===== config.mk =====
export PLATFORM = sky130hd
export DESIGN_NAME = midi_uart_rx_flat
export DESIGN_NICKNAME = d
export VERILOG_FILES = /design/src/rtl/midi_uart_rx_pkg.sv /design/src/rtl/midi_uart_rx_if.sv /design/src/rtl/midi_uart_rx_sync_2ff.sv /design/src/rtl/midi_uart_rx.sv /design/src/flat_wrapper.sv
export SDC_FILE = /design/constraint.sdc
export NUM_CORES = 1
export LEC_CHECK = 0
export ABC_CLOCK_PERIOD_IN_PS = 1800
export CORE_UTILIZATION = 45
export CTS_CLUSTER_DIAMETER = 100
export CTS_CLUSTER_SIZE = 28
export DETAILED_ROUTE_END_ITERATION = 8
export PLACE_DENSITY = 0.66
export SKIP_LAST_GASP = 1
export SLEW_MARGIN = 20
export SYNTH_ARGS = -nofsm -noshare
export SYNTH_HDL_FRONTEND = slang
export SYNTH_SLANG_ARGS = --single-unit
export TNS_END_PERCENT = 20

===== constraint.sdc =====
create_clock -name clk -period 1.8 [get_ports clk]
set_input_delay 0.18 -clock clk [delete_from_list [all_inputs] [get_ports clk]]
set_output_delay 0.18 -clock clk [all_outputs]
set_load 0.02 [all_outputs]

===== src/rtl/midi_uart_rx_pkg.sv =====
// ---------------------------------------------------------------------------
// midi_pkg
//   Shared types and constants for the MIDI serial receiver.
//   - rx_state_e : receiver FSM states
//   - MIDI_BAUD / MIDI_CLK_HZ : default line rate and clock frequency
//   - MIDI_BYTE_W : payload width
//   - shift_in() : inserts one received bit into the shift register in the
//                  configured bit order
// ---------------------------------------------------------------------------
package midi_pkg;

    typedef enum logic [1:0] {
        IDLE  = 2'd0,
        START = 2'd1,
        DATA  = 2'd2,
        STOP  = 2'd3
    } rx_state_e;

    localparam int MIDI_BAUD   = 31250;
    localparam int MIDI_CLK_HZ = 100_000_000;
    localparam int MIDI_BYTE_W = 8;

    // lsb_first=1: shift right, new bit at MSB, so the first bit ends in bit 0.
    // lsb_first=0: shift left, new bit at LSB, so the first bit ends in the MSB.
    function automatic logic [MIDI_BYTE_W-1:0] shift_in(
        input logic [MIDI_BYTE_W-1:0] sh,
        input logic                   b,
        input logic                   lsb_first
    );
        if (lsb_first) return {b, sh[MIDI_BYTE_W-1:1]};
        else           return {sh[MIDI_BYTE_W-2:0], b};
    endfunction

endpackage


===== src/rtl/midi_uart_rx_if.sv =====
// ---------------------------------------------------------------------------
// midi_uart_rx_if
//   Byte output bus of the MIDI receiver.
//   - o_data  : last correctly framed byte
//   - rdy_flg : one-cycle pulse when o_data is updated
//   master : receiver side (drives)   slave : consumer side (register wrapper)
// ---------------------------------------------------------------------------
interface midi_uart_rx_if;

    logic [midi_pkg::MIDI_BYTE_W-1:0] o_data;
    logic                             rdy_flg;

    modport master (output o_data, output rdy_flg);
    modport slave  (input  o_data, input  rdy_flg);

endinterface


===== src/rtl/midi_uart_rx_sync_2ff.sv =====
// ---------------------------------------------------------------------------
// sync_2ff
//   Two-flop synchronizer for the asynchronous serial line. Both flops reset
//   to 1 so a reset never looks like a start-bit edge.
//   Ports: clk, rst (sync, active high), d_i (async in), q_o (synchronized)
// ---------------------------------------------------------------------------
module sync_2ff (
    input  logic clk,
    input  logic rst,
    input  logic d_i,
    output logic q_o
);

    logic [1:0] ff_q;

    always_ff @(posedge clk) begin
        if (rst) ff_q <= 2'b11;
        else     ff_q <= {ff_q[0], d_i};
    end

    assign q_o = ff_q[1];

endmodule


===== src/rtl/midi_uart_rx.sv =====
// ---------------------------------------------------------------------------
// midi_uart_rx
//   8N1 serial receiver for MIDI. Samples every bit at its centre using a
//   baud counter driven from the start-bit falling edge, and publishes each
//   correctly framed byte with a one-cycle ready pulse.
//   Ports:
//     clk    : clock, rising edge
//     rst    : synchronous active-high reset
//     i_data : asynchronous serial line, idle high
//     out_o  : byte bus (o_data, rdy_flg) to the register wrapper
//   Parameters: CLK_FREQ_HZ, BAUD (CLK_FREQ_HZ/BAUD must be >= 4),
//               LSB_FIRST (1: first received bit lands in o_data[0])
// ---------------------------------------------------------------------------
module midi_uart_rx
    import midi_pkg::*;
#(
    parameter int CLK_FREQ_HZ = MIDI_CLK_HZ,
    parameter int BAUD        = MIDI_BAUD,
    parameter int LSB_FIRST   = 1
) (
    input  logic           clk,
    input  logic           rst,
    input  logic           i_data,
    midi_uart_rx_if.master out_o
);

    localparam int BIT_CYC  = CLK_FREQ_HZ / BAUD;
    localparam int HALF_CYC = BIT_CYC / 2;
    localparam int CNT_W    = $clog2(BIT_CYC);

    localparam logic [CNT_W-1:0] BIT_LAST  = CNT_W'(BIT_CYC - 1);
    localparam logic [CNT_W-1:0] HALF_LAST = CNT_W'(HALF_CYC - 1);
    localparam logic             LSB_F     = (LSB_FIRST != 0);

    logic rx_s;

    sync_2ff u_sync (
        .clk (clk),
        .rst (rst),
        .d_i (i_data),
        .q_o (rx_s)
    );

    rx_state_e              state_q, state_d;
    logic [CNT_W-1:0]       cnt_q,   cnt_d;
    logic [2:0]             idx_q,   idx_d;
    logic [MIDI_BYTE_W-1:0] sh_q,    sh_d;
    logic [MIDI_BYTE_W-1:0] data_q,  data_d;
    logic                   rdy_q,   rdy_d;

    always_ff @(posedge clk) begin
        if (rst) begin
            state_q <= IDLE;
            cnt_q   <= '0;
            idx_q   <= '0;
            sh_q    <= '0;
            data_q  <= '0;
            rdy_q   <= 1'b0;
        end else begin
            state_q <= state_d;
            cnt_q   <= cnt_d;
            idx_q   <= idx_d;
            sh_q    <= sh_d;
            data_q  <= data_d;
            rdy_q   <= rdy_d;
        end
    end

    always_comb begin
        state_d = state_q;
        cnt_d   = cnt_q;
        idx_d   = idx_q;
        sh_d    = sh_q;
        data_d  = data_q;
        rdy_d   = 1'b0;

        case (state_q)
            IDLE: begin
                if (!rx_s) begin
                    cnt_d   = '0;
                    state_d = START;
                end
            end

            // The detect cycle already covers one cycle of the start bit,
            // so the centre is reached when the counter hits HALF_CYC-1.
            START: begin
                if (cnt_q == HALF_LAST) begin
                    cnt_d = '0;
                    if (!rx_s) begin
                        idx_d   = '0;
                        state_d = DATA;
                    end else begin
                        state_d = IDLE;   // glitch shorter than half a bit
                    end
                end else begin
                    cnt_d = cnt_q + 1'b1;
                end
            end

            DATA: begin
                if (cnt_q == BIT_LAST) begin
                    cnt_d = '0;
                    sh_d  = shift_in(sh_q, rx_s, LSB_F);
                    idx_d = idx_q + 1'b1;
                    if (idx_q == 3'd7) state_d = STOP;
                end else begin
                    cnt_d = cnt_q + 1'b1;
                end
            end

            // Return to IDLE at the stop-bit centre so a start bit that
            // follows with no idle gap is still caught on its edge.
            STOP: begin
                if (cnt_q == BIT_LAST) begin
                    cnt_d   = '0;
                    state_d = IDLE;
                    if (rx_s) begin
                        data_d = sh_q;
                        rdy_d  = 1'b1;
                    end
                end else begin
                    cnt_d = cnt_q + 1'b1;
                end
            end

            default: state_d = IDLE;
        endcase
    end

    assign out_o.o_data  = data_q;
    assign out_o.rdy_flg = rdy_q;

endmodule


===== src/flat_wrapper.sv =====
// flat-port wrapper written by rule: the top's interface ports become plain ports
module midi_uart_rx_flat import midi_pkg::*;
#(
    parameter int CLK_FREQ_HZ = MIDI_CLK_HZ,
    parameter int BAUD        = MIDI_BAUD,
    parameter int LSB_FIRST   = 1
)
  (clk, rst, i_data, out_o_o_data, out_o_rdy_flg);
  midi_uart_rx_if out_o_i ();
  input  logic clk;
  input  logic rst;
  input  logic i_data;
  output wire logic [$bits(out_o_i.o_data)-1:0] out_o_o_data;
  output wire logic [$bits(out_o_i.rdy_flg)-1:0] out_o_rdy_flg;
  assign out_o_o_data = out_o_i.o_data;
  assign out_o_rdy_flg = out_o_i.rdy_flg;
  midi_uart_rx #(.CLK_FREQ_HZ(CLK_FREQ_HZ), .BAUD(BAUD), .LSB_FIRST(LSB_FIRST)) u_core (.clk(clk), .rst(rst), .i_data(i_data), .out_o(out_o_i));
endmodule

==> summary.txt <==
Layout
  • Filler Cell Count: 328
  • Layout Nets: 239
  • Design area: 0.00214 mm2
  • Final core utilization: 57.7%
  • Antenna cell count: 0
  • Layout cell share with drive strength beyond 1: 15.8%
  • Register Area: 722 um2
  • Synth-to-Final Area Change: 21.7%
  • Area of the multi-input gates: 987 um2

STA
  • FMAX: 0.569 GHz
  • Worst setup margin: 0.0414 ns
  • Endpoints failing setup: 0
  • Min Tclk post-route: 1.76 ns
  • RSZ-0062 raised after global routing: yes
  • Final Hold Fails: 0
  • Hold WS: 0.412 ns
  • Skew final: 0.00645 ns
  • Normalized max-slew margin: 73.8%
  • Ratio of final minimum period to clock period: 97.7%
  • Tightest Pin Transition: 0.392 ns
  • Fin. max-slew vios: 0

Die
  • Die height: 64.6 um
  • Initial cell density of the core: 47.4%
  • Die X: 64.6 um
  • Rows: 22
  • Top-Level Pins: 12
  • CORE AREA: 0.00372 mm2
  • Die area: 0.00417 mm2

Global route
  • Antenna violations before repair: 0
  • Largest net degree at the start of global routing: 25
  • Global Route met1 Usage: 28.9%
  • Vias in the first global route: 1622
  • Routing usage on met2: 35.4%
  • Grt met3 use: 3.87%
  • Global-route wire length before repair: 7190 um
  • GRT Total Usage: 21.8%
  • GRT overflow: 0
  • GRT busiest layer: met2

Yosys
  • Syn nets: 223
  • Top cell type's share of synthesized area: 40.9%
  • Cells after synthesis: 217
  • Mapped cell area: 0.00176 mm2
  • Top area cells in the synthesized netlist: dfxtp_1 (41%), a21oi_1 (8.2%), nand4_1 (6.7%)
  • Synth warn: 0
  • Register area share after synthesis: 40.9%
  • Mean post-synth cell area: 8.12 um2
  • Async set-reset flop share out of synthesis: 0%
  • Netlist cell types: 41
  • Leading area contributor after synthesis: dfxtp_1
  • #FFs+latches synth: 36
  • Top FF cell, synth: dfxtp_1
  • Post-synth EDFFs: 0

Routing
  • Detailed router's first-iteration violation count: 156
  • Number of antenna-violating nets in the routed design: 0
  • Post-Route WL: 4360 um
  • Post-route DRC: 0
  • Vias: 1762
  • WL/cell: 15.5 um
  • Vias per Instance: 6.25
  • Drt first pass iters: 4

Pwr
  • Static leakage: 0.000709 uW
  • Worst VDD drop: 514 uV
  • Pwr Density: 733 mW/mm2
  • Tot Pwr: 1570 uW

Placed design
  • Port buffer count: 11
  • Routability-driven placement congestion ratio: 0.843
  • Post-DP HPWL: 2970 um
  • Setup WS pre-CTS: -0.0520 ns
  • Post-place instance area: 0.00199 mm2

Run status
  • Status: complete, no violations

Worst hold path
  • Hold Crit Start: u_core.u_sync.ff_q[0]
  • Hold path depth: 1
  • Hold Crit Endpoint: u_core.u_sync.ff_q[1]
  • Hold crit path type: flop to flop

Clocking
  • Skew-Pair Late Insertion Delay: 0.29 ns
  • Clk slew on worst S/H paths: 0.07 ns
  • CTS max path bufs: 2
  • Number of clock sinks: 36
  • CTS tree: built
  • Postcts setup bufs: 0
  • Clock Root Buffer: clkbuf_8
  • Hold_buf cts: 0
  • Num CTS Buffers: 5
  • H-tree depth: 2

Critical path
  • R2R setup slack: 0.04 ns
  • Critical R2R Launch: u_core.cnt_q[6]
  • CP endpoint kind: flop
  • CP Data Required Time: 1.96 ns
  • Worst reg2reg path depth: 4
  • Terminus of the critical flop-to-flop path: u_core.cnt_q[5]
  • CP Launch Type: flop
  • Critical path class: flop to flop
  • WP data arrival: 1.92 ns
  • CP Max Fanout: 7

Job
  • Max_cap viols: 0
[cell usage after synthesis, types with 3 or more instances]
library cell  number
o21ai_1            3
nor2_1             9
nand2_1           18
nand4_1           19
or2_2              5
nand4b_1           5
dfxtp_1           36
o21ai_0           13
buf_2              5
nand3_1           16
nor3_1             3
a21oi_1           29
nor2b_1            3
ha_1               3
clkbuf_1          10
and2_1             3
a31oi_1            4
buf_1              3
[metal layers]
metal | up-vias | routed length (um) | part of all wire (%)
met1 | 864 | 2090 | 48
li1 | 847 | - | -
met5 | - | 0 | 0
met3 | 5 | 176 | 4.0
met2 | 46 | 2070 | 47
met4 | 0 | 30 | 0.69
[timing repair]
item,CTS,global route
pin swaps,1,0
gates cloned,0,1
endpoints found under the setup margin,8,27
gates resized for setup,1,6
[registers in the layout, summed over array words and instances (netlist names), named ones only]
register and count:
u_core.sh_q 8, u_core.state_q 1, u_core.out_o.o_data 8, u_core.cnt_q 12
u_core.u_sync.ff_q 2, u_core.idx_q 3, u_core.out_o.rdy_flg 1
[worst max-delay path, stage by stage (launching register included)]
cell,delay (ns)
dfxtp_1,0.32
or4b_4,0.55
a2111o_2,0.51
a31oi_1,0.19
a311oi_1,0.07
[final cells by class]
cell class / count / area share [%]
well taps: 48 / 2.80
clock buffers: 5 / 3.21
flip-flops and latches: 36 / 33.7
inverters: 1 / 0.175
multi-input cells: 162 / 46.1
clock inverters: 3 / 1.98
repair buffers: 27 / 12.1
[placed cells by master (no fill, tap or decap), drive strengths merged, types with 2 or more instances in the layout]
master / count
dfxtp: 36
a21oi: 30
nand4: 19
nand2: 18
nand3: 16
o21ai: 16
buf: 16
clkdlybuf4s50: 11
nor2: 9
or2: 5
nand4b: 5
clkbuf: 5
a31oi: 4
nor3: 3
and2: 3
nor2b: 3
ha: 3
nand3b: 2
and3: 2
and4: 2
and4b: 2
nor4: 2
or4b: 2
a2111o: 2
nor4bb: 2
[per-stage QoR]
| step | instances | setup TNS [ns] |
|---|---|---|
| 2_1_floorplan | 217 | 0 |
| 3_3_place_gp | 273 | -0.00115 |
| 3_5_place_dp | 273 | -0.206 |
| 4_1_cts | 281 | -0.0109 |
| 5_1_grt | 282 | -0.0533 |
| 6_report | 282 | 0 |
[power breakdown]
part | leakage [uW] | internal (uW) | total (uW) | switching [uW]
clock network | 0.0000541 | 410 | 697 | 288
logic | 0.000364 | 24.9 | 65.4 | 40.5
registers | 0.000291 | 801 | 809 | 7.92
total | 0.000709 | 1240 | 1570 | 336
[cells by family (layout without fill, tap and decap cells)]
group / after synthesis / count (layout) / share of synthesized area [%]
simple gates: 102 / 102 / 34.2
fa+ha+maj: 3 / 3 / 2.13
buf+inv: 20 / 36 / 5.04
compound gates: 56 / 57 / 17.7
flops: 36 / 36 / 40.9
[worst max path at each step]
stage                                 from          endpoint  slack (ns)  cells past startpoint
after floorplan           u_core.cnt_q[11]   u_core.cnt_q[1]        0.05                      5
after global placement     u_core.cnt_q[6]   u_core.cnt_q[5]      -0.001                      4
after detailed placement   u_core.cnt_q[6]   u_core.cnt_q[5]       -0.05                      4
after CTS                  u_core.cnt_q[6]   u_core.cnt_q[5]       -0.01                      4
after global routing       u_core.cnt_q[5]  u_core.cnt_q[10]       -0.03                      5
final                      u_core.cnt_q[6]   u_core.cnt_q[5]        0.04                      4
Note: power is estimated with default switching activity, not from simulation.
